**src/rtl/alu_share_pkg.sv**
```systemverilog
`default_nettype none
// ============================================================================
// Module      : alu_share_pkg
// Description : Shared constants for the two-requester ALU sharing arbiter:
//               ALU opcode encodings, command flag bundle layout and the
//               arbiter state encoding.
// Revision    : 1.0 - initial release
// ============================================================================
package alu_share_pkg;

    // ALU opcodes. The arbiter never interprets them except for the
    // optional invalid-opcode precheck.
    localparam logic [2:0] OP_AND   = 3'd0;
    localparam logic [2:0] OP_XOR   = 3'd1;
    localparam logic [2:0] OP_ADD   = 3'd2;
    localparam logic [2:0] OP_MUL   = 3'd3;
    localparam logic [2:0] OP_SHIFT = 3'd4;
    localparam logic [2:0] OP_ROT   = 3'd5;
    localparam logic [2:0] OP_INV6  = 3'd6;
    localparam logic [2:0] OP_INV7  = 3'd7;

    // Flag bundle {cin, red_op_A, red_op_B, bypass_A, bypass_B}, MSB first.
    localparam int FLAGS_W    = 5;
    localparam int FLAG_CIN   = 4;
    localparam int FLAG_RED_A = 3;
    localparam int FLAG_RED_B = 2;
    localparam int FLAG_BYP_A = 1;
    localparam int FLAG_BYP_B = 0;

    // Arbiter state encoding.
    localparam logic [1:0] IDLE = 2'd0;
    localparam logic [1:0] EXEC = 2'd1;
    localparam logic [1:0] RESP = 2'd2;

    // True for the two opcodes the ALU reports as invalid.
    function automatic logic is_invalid_op(input logic [2:0] op);
        return (op == OP_INV6) || (op == OP_INV7);
    endfunction

endpackage : alu_share_pkg
`default_nettype wire

```
**src/rtl/alu_share_arbiter_rr_arb2.sv**
```systemverilog
`default_nettype none
// ============================================================================
// Module      : rr_arb2
// Description : Two-way round-robin arbiter. When both requests are active
//               the requester that did not win last time is granted. The
//               pointer only moves when the caller reports that the grant
//               was actually used (advance), so a requester that withdraws
//               before being served loses nothing.
// Ports       : clk     - clock, rising edge
//               rst     - synchronous active-high reset (pointer -> 1, so
//                         requester 0 wins the first tie)
//               req     - request vector, bit N = requester N
//               advance - grant consumed this cycle; record the winner
//               grant   - one-hot grant (combinational)
// Revision    : 1.0 - initial release
// ============================================================================
module rr_arb2 (
    input  logic       clk,
    input  logic       rst,
    input  logic [1:0] req,
    input  logic       advance,
    output logic [1:0] grant
);

    logic r_last_grant;

    always_comb begin
        grant = 2'b00;
        case (req)
            2'b01:   grant = 2'b01;
            2'b10:   grant = 2'b10;
            2'b11:   grant = r_last_grant ? 2'b01 : 2'b10;
            default: grant = 2'b00;
        endcase
    end

    always_ff @(posedge clk) begin
        if (rst) begin
            r_last_grant <= 1'b1;
        end else if (advance) begin
            r_last_grant <= grant[1];
        end
    end

endmodule : rr_arb2
`default_nettype wire

```
**src/rtl/alu_share_arbiter.sv**
```systemverilog
`default_nettype none
// ============================================================================
// Module      : alu_share_arbiter
// Description : Shares one combinational ALU between two requesters.
//               A round-robin arbiter picks a command (valid/ready), the
//               operands/opcode/flags are registered onto the ALU inputs,
//               the ALU settles for one cycle and its result is captured
//               into a single response channel tagged with the requester id.
//               Sequence: IDLE -> EXEC -> RESP -> IDLE (one command per
//               three cycles at best; no accept while a response is held).
// Options     : ALU_SHARE_ARBITER_PRECHECK_EN - when defined, opcodes 6/7
//               skip EXEC and answer directly with rsp_invalid=1, data 0,
//               parity 0, leaving the ALU input registers untouched.
// Ports       : clk, rst             - clock / synchronous active-high reset
//               reqN_valid/ready     - command handshake, requester N
//               reqN_a/b/opcode/flags- command payload, requester N
//               alu_*  (out)         - registered ALU operands and flags
//               alu_out/odd_parity/invalid (in) - ALU result
//               rsp_valid/ready      - response handshake
//               rsp_id/data/odd_parity/invalid - captured response
// Revision    : 1.0 - initial release
// ============================================================================
module alu_share_arbiter
    import alu_share_pkg::*;
#(
    parameter int BITS = 4
) (
    input  logic               clk,
    input  logic               rst,
    // requester 0
    input  logic               req0_valid,
    output logic               req0_ready,
    input  logic [BITS-1:0]    req0_a,
    input  logic [BITS-1:0]    req0_b,
    input  logic [2:0]         req0_opcode,
    input  logic [FLAGS_W-1:0] req0_flags,
    // requester 1
    input  logic               req1_valid,
    output logic               req1_ready,
    input  logic [BITS-1:0]    req1_a,
    input  logic [BITS-1:0]    req1_b,
    input  logic [2:0]         req1_opcode,
    input  logic [FLAGS_W-1:0] req1_flags,
    // ALU interface
    output logic [BITS-1:0]    alu_a,
    output logic [BITS-1:0]    alu_b,
    output logic [2:0]         alu_opcode,
    output logic               alu_cin,
    output logic               alu_red_op_a,
    output logic               alu_red_op_b,
    output logic               alu_bypass_a,
    output logic               alu_bypass_b,
    input  logic [BITS:0]      alu_out,
    input  logic               alu_odd_parity,
    input  logic               alu_invalid,
    // response channel
    output logic               rsp_valid,
    input  logic               rsp_ready,
    output logic               rsp_id,
    output logic [BITS:0]      rsp_data,
    output logic               rsp_odd_parity,
    output logic               rsp_invalid
);

    // ------------------------------------------------------------------
    // Declarations
    // ------------------------------------------------------------------
    logic [1:0]         r_state;
    logic [1:0]         w_next_state;

    logic [1:0]         w_req;
    logic [1:0]         w_grant;
    logic               w_accept;
    logic               w_sel;
    logic               w_skip;

    logic [BITS-1:0]    w_sel_a;
    logic [BITS-1:0]    w_sel_b;
    logic [2:0]         w_sel_op;
    logic [FLAGS_W-1:0] w_sel_flags;

    logic [BITS-1:0]    r_alu_a;
    logic [BITS-1:0]    r_alu_b;
    logic [2:0]         r_alu_op;
    logic [FLAGS_W-1:0] r_alu_flags;

    logic               r_rsp_valid;
    logic               r_rsp_id;
    logic [BITS:0]      r_rsp_data;
    logic               r_rsp_par;
    logic               r_rsp_inv;

    // ------------------------------------------------------------------
    // Arbitration
    // ------------------------------------------------------------------
    assign w_req = {req1_valid, req0_valid};

    rr_arb2 u_arb (
        .clk     (clk),
        .rst     (rst),
        .req     (w_req),
        .advance (w_accept),
        .grant   (w_grant)
    );

    // Grant implies valid, so a raised ready is always a handshake.
    assign w_accept = (req0_valid & req0_ready) | (req1_valid & req1_ready);
    assign w_sel    = w_grant[1];

    assign w_sel_a     = w_sel ? req1_a      : req0_a;
    assign w_sel_b     = w_sel ? req1_b      : req0_b;
    assign w_sel_op    = w_sel ? req1_opcode : req0_opcode;
    assign w_sel_flags = w_sel ? req1_flags  : req0_flags;

`ifdef ALU_SHARE_ARBITER_PRECHECK_EN
    // Known-invalid opcodes are answered without touching the ALU.
    assign w_skip = w_accept & is_invalid_op(w_sel_op);
`else
    assign w_skip = 1'b0;
`endif

    // ------------------------------------------------------------------
    // FSM: state register
    // ------------------------------------------------------------------
    always_ff @(posedge clk) begin
        if (rst) begin
            r_state <= IDLE;
        end else begin
            r_state <= w_next_state;
        end
    end

    // ------------------------------------------------------------------
    // FSM: next-state logic
    // ------------------------------------------------------------------
    always_comb begin
        w_next_state = r_state;
        case (r_state)
            IDLE: begin
                if (w_accept) begin
                    w_next_state = w_skip ? RESP : EXEC;
                end
            end
            EXEC: w_next_state = RESP;
            RESP: begin
                if (r_rsp_valid && rsp_ready) begin
                    w_next_state = IDLE;
                end
            end
            default: w_next_state = IDLE;
        endcase
    end

    // ------------------------------------------------------------------
    // FSM: outputs. Ready is masked during reset so nothing is accepted
    // on the edge that clears the block.
    // ------------------------------------------------------------------
    always_comb begin
        req0_ready = 1'b0;
        req1_ready = 1'b0;
        if ((r_state == IDLE) && !rst) begin
            req0_ready = w_grant[0];
            req1_ready = w_grant[1];
        end
    end

    // ------------------------------------------------------------------
    // Datapath: ALU input registers and response capture
    // ------------------------------------------------------------------
    always_ff @(posedge clk) begin
        if (rst) begin
            r_alu_a     <= '0;
            r_alu_b     <= '0;
            r_alu_op    <= '0;
            r_alu_flags <= '0;
            r_rsp_valid <= 1'b0;
            r_rsp_id    <= 1'b0;
            r_rsp_data  <= '0;
            r_rsp_par   <= 1'b0;
            r_rsp_inv   <= 1'b0;
        end else begin
            // ALU inputs hold their last command between transactions.
            if (w_accept && !w_skip) begin
                r_alu_a     <= w_sel_a;
                r_alu_b     <= w_sel_b;
                r_alu_op    <= w_sel_op;
                r_alu_flags <= w_sel_flags;
            end
            if (w_accept) begin
                r_rsp_id <= w_sel;
            end

            if (r_state == EXEC) begin
                r_rsp_data  <= alu_out;
                r_rsp_par   <= alu_odd_parity;
                r_rsp_inv   <= alu_invalid;
                r_rsp_valid <= 1'b1;
            end else if (w_skip) begin
                r_rsp_data  <= '0;
                r_rsp_par   <= 1'b0;
                r_rsp_inv   <= 1'b1;
                r_rsp_valid <= 1'b1;
            end else if ((r_state == RESP) && rsp_ready) begin
                r_rsp_valid <= 1'b0;
            end
        end
    end

    // ------------------------------------------------------------------
    // Output mapping
    // ------------------------------------------------------------------
    assign alu_a        = r_alu_a;
    assign alu_b        = r_alu_b;
    assign alu_opcode   = r_alu_op;
    assign alu_cin      = r_alu_flags[FLAG_CIN];
    assign alu_red_op_a = r_alu_flags[FLAG_RED_A];
    assign alu_red_op_b = r_alu_flags[FLAG_RED_B];
    assign alu_bypass_a = r_alu_flags[FLAG_BYP_A];
    assign alu_bypass_b = r_alu_flags[FLAG_BYP_B];

    assign rsp_valid      = r_rsp_valid;
    assign rsp_id         = r_rsp_id;
    assign rsp_data       = r_rsp_data;
    assign rsp_odd_parity = r_rsp_par;
    assign rsp_invalid    = r_rsp_inv;

endmodule : alu_share_arbiter
`default_nettype wire

```
**config.mk**
```make
export PLATFORM = sky130hd
export DESIGN_NAME = alu_share_arbiter
export DESIGN_NICKNAME = d
export VERILOG_FILES = /design/src/rtl/alu_share_pkg.sv /design/src/rtl/alu_share_arbiter_rr_arb2.sv /design/src/rtl/alu_share_arbiter.sv
export SDC_FILE = /design/constraint.sdc
export NUM_CORES = 1
export LEC_CHECK = 0
export CAP_MARGIN = 20
export CORE_MARGIN = 2
export CORE_UTILIZATION = 38
export CTS_BUF_LIST = sky130_fd_sc_hd__clkbuf_4 sky130_fd_sc_hd__clkbuf_8 sky130_fd_sc_hd__clkbuf_16
export DETAILED_ROUTE_END_ITERATION = 8
export GPL_TIMING_DRIVEN = 1
export PLACE_DENSITY = 0.79
export SLEW_MARGIN = 10
export SYNTH_ARGS = -nofsm -noshare
export SYNTH_HDL_FRONTEND = slang
export SYNTH_HIERARCHICAL = 1
export SYNTH_SLANG_ARGS = --single-unit
```
**constraint.sdc**
```tcl
create_clock -name clk -period 2.1 [get_ports clk]
set_input_delay 0.315 -clock clk [delete_from_list [all_inputs] [get_ports clk]]
set_output_delay 0.315 -clock clk [all_outputs]
set_load 0.01 [all_outputs]
```
==> flow_metrics.env <==
export IMPL_outcome="complete, no violations"
export IMPL_drt_pass1_iterations=4
export IMPL_drcViolationCount=0
export IMPL_finalHoldViolations=0
export IMPL_required_ps=1780
export IMPL_avgSynthCellArea_um2=10.2
export IMPL_clockBufferDepth=2
export IMPL_critPathTopFamily="buffers and inverters"
export IMPL_final_setup_viol_count=0
export IMPL_cp_depth=4
export IMPL_antenna_found_initial=0
export IMPL_synthTopCellsByCount="28 x dfxtp_1, 23 x mux2i_1, 18 x a21oi_1, 9 x a211oi_2, 8 x nor2_1"
export IMPL_cap_violations=0
export IMPL_num_vias=1209
export IMPL_gr_usage_all_layers_pct=18.4
export IMPL_finClkSkew_ps=2.99
export IMPL_synth_seq_cells=28
export IMPL_grt_max_degree=28
export IMPL_start_util_pct=39.2
export IMPL_period_share_pct=93.8
export IMPL_syn_to_final_growth_pct=60.8
export IMPL_critPathBufInv=2
export IMPL_p_leak_nw=0.762
export IMPL_yosysTopAreaCell="dfxtp_1"
export IMPL_worstPathArrival_ps=1660
export IMPL_clock_latency_ps=320
export IMPL_crit_fanout=4
export IMPL_antenna_cells=0
export IMPL_ys_top_cells_by_area="dfxtp_1 44%, mux2i_1 18%, a211oi_2 8.7%, a21oi_1 7.0%, a211oi_1 4.1%"
export IMPL_core_area_um2=3280
export IMPL_synthesis_nets=170
export IMPL_die_area_um2=3870
export IMPL_gp_congestion=0.758
export IMPL_port_buffers=70
export IMPL_drive_gt1_share_pct=12.8
export IMPL_cp_common_cell="clkdlybuf4s50_1"
export IMPL_wl_per_cell_um=14.1
export IMPL_ys_warn_count=6
export IMPL_rows=21
export IMPL_relSlewSlack_pct=78.4
export IMPL_crit_path_end_kind="primary output"
export IMPL_finalWorstSetupSlack_ps=129
export IMPL_rsz0062_at_grt="no"
export IMPL_grt_pass1_wl_um=5780
export IMPL_dieWidth_um=62.2
export IMPL_drt_iter0_drc=36
export IMPL_fillerInstances=282
export IMPL_critPathKind="in -> out"
export IMPL_ys_types=22
export IMPL_synth_most_common_cell="dfxtp_1"
export IMPL_pwr_density_cell_nw_per_um2=559
export IMPL_hp_class="in -> reg"
export IMPL_grt_pass1_vias=1255
export IMPL_worst_slew_pin_slew_ps=324
export IMPL_synth_top_area_share_pct=43.5
export IMPL_post_cts_setup_buffer_count=0
export IMPL_nets=242
export IMPL_fmax_mhz=507
export IMPL_postCtsHoldBufs=0
export IMPL_reg2reg_depth=5
export IMPL_async_flop_share_pct=0
export IMPL_cts_made_buffers=3
export IMPL_root_buffer="clkbuf_4"
export IMPL_vdd_ir_drop_max_uv=269
export IMPL_finalWirelength_um=3420
export IMPL_synth_edf_count=0
export IMPL_path_cells="clkdlybuf4s50_1, a21boi_2, and2_1, clkdlybuf4s50_1"
export IMPL_hpwl_um=2650
export IMPL_cts_max_level=1
export IMPL_cp_slowest_cell="clkdlybuf4s50_1"
export IMPL_grt_overflow_total=0
export IMPL_clk_pin_slew_worst_paths_ps=130
export IMPL_fp_dieH_um=62.2
export IMPL_ys_flop_type="dfxtp_1"
export IMPL_final_antenna_net_count=0
export IMPL_synth_seq_area_share_pct=43.5
export IMPL_ioPinCount=71
export IMPL_worstSetupStartpointType="input pin"
export IMPL_cts_tree="yes"
export IMPL_clock_sinks=28
export IMPL_post_route_util_pct=63.0
export IMPL_worst_path_largest_cell_delay_ps=530
export IMPL_syn_area_um2=1290
export IMPL_hold_depth=3
export IMPL_postSynthCellCount=126
export IMPL_viasPerCell=5.00
export IMPL_dpl_worst_slack_ps=-27.8
export IMPL_slew_violations=0
export IMPL_period_needed_ps=1970
export IMPL_fin_setup_tns_ps=0
[registers in the layout, indices dropped and copies added (netlist names)]
signal	cells
r_alu_flags	5
rsp_data	5
alu_a	4
alu_b	4
alu_opcode	3
r_state	2
rsp_id	1
rsp_invalid	1
rsp_odd_parity	1
rsp_valid	1
u_arb/r_last_grant	1
[metal layers]
metal | global-route usage (%) | up-vias | share of wire (%)
li1 | - | 593 | -
met1 | 21.4 | 568 | 42
met2 | 32.3 | 44 | 50
met3 | 4.71 | 4 | 7.0
met4 | 7.22 | 0 | 1.3
met5 | 0 | - | 0
[worst register-to-register path, stage by stage, from the launching register on]
cell      delay (ps)
dfxtp_1          370
nor3_2           240
buf_4            270
and2_4           250
buf_4            210
a211oi_1          90
[worst paths after layout]
| kind | start | end | slack [ps] |
|---|---|---|---|
| setup / recovery | req1_valid | req0_ready | 130 |
| hold / removal | req0_valid | rsp_id | 440 |
| setup reg to reg | r_state[0] | r_alu_flags[2] | 550 |
| hold reg to reg | rsp_id | rsp_id | 520 |
[cells in the final DEF, fill, tap and decap left out]
cell,instances
mux2i_1,23
nand3_1,1
a32o_1,1
a211oi_1,7
nor3_2,1
inv_1,2
a21boi_2,2
nor2b_1,4
buf_4,9
a21oi_1,18
a211o_1,1
and2_4,1
and2_1,3
dlymetal6s2s_1,1
nand2_1,2
a21o_1,1
dfxtp_1,28
nor2_1,8
nor3_1,1
a22o_1,1
a211oi_2,9
clkbuf_4,3
dlygate4sd2_1,1
clkdlybuf4s50_1,68
[report_power, final]
part / internal, W / leakage (nW) / switching (W)
Combinational: 0.000209 / 0.520 / 0.000146
Clock: 0.0000672 / 0.0138 / 0.000143
Sequential: 0.000570 / 0.229 / 0.0000234
Total: 0.000846 / 0.762 / 0.000312
[timing repair]
item,CTS,global route
gates resized for setup,2,2
pin swaps,0,0
setup endpoints to repair,2,1
gates cloned,0,0
[area by class of cell]
class                           count  area [um2]  area share [%]
Clock buffer                        3        22.5            1.09
Inverter                            2        7.51           0.363
Multi-Input combinational cell     84         653            31.5
Sequential cell                    28         561            27.1
Tap cell                           46        57.6            2.78
Timing Repair Buffer               79         769            37.2
[through the flow]
stage	instances	area, um2	total power, W	hold slack, ps
after floorplan	126	1290	0.000775	409
after global placement	239	2040	0.000949	471
after detailed placement	239	2040	0.000961	494
after CTS	242	2060	0.00117	526
after global routing	242	2070	0.00122	476
final	242	2070	0.00116	439
[cell families (layout without fill, tap and decap cells)]
kind of cell / after synthesis / in the layout / synth area share [%]
AO/OA/AOI/OAI: 40 / 40 / 23.7
flip-flops: 28 / 28 / 43.5
multiplexers: 23 / 23 / 17.9
AND/OR/NAND/NOR: 21 / 21 / 8.16
buffers and inverters: 14 / 84 / 6.71
Power figures use the tool's default switching activity.
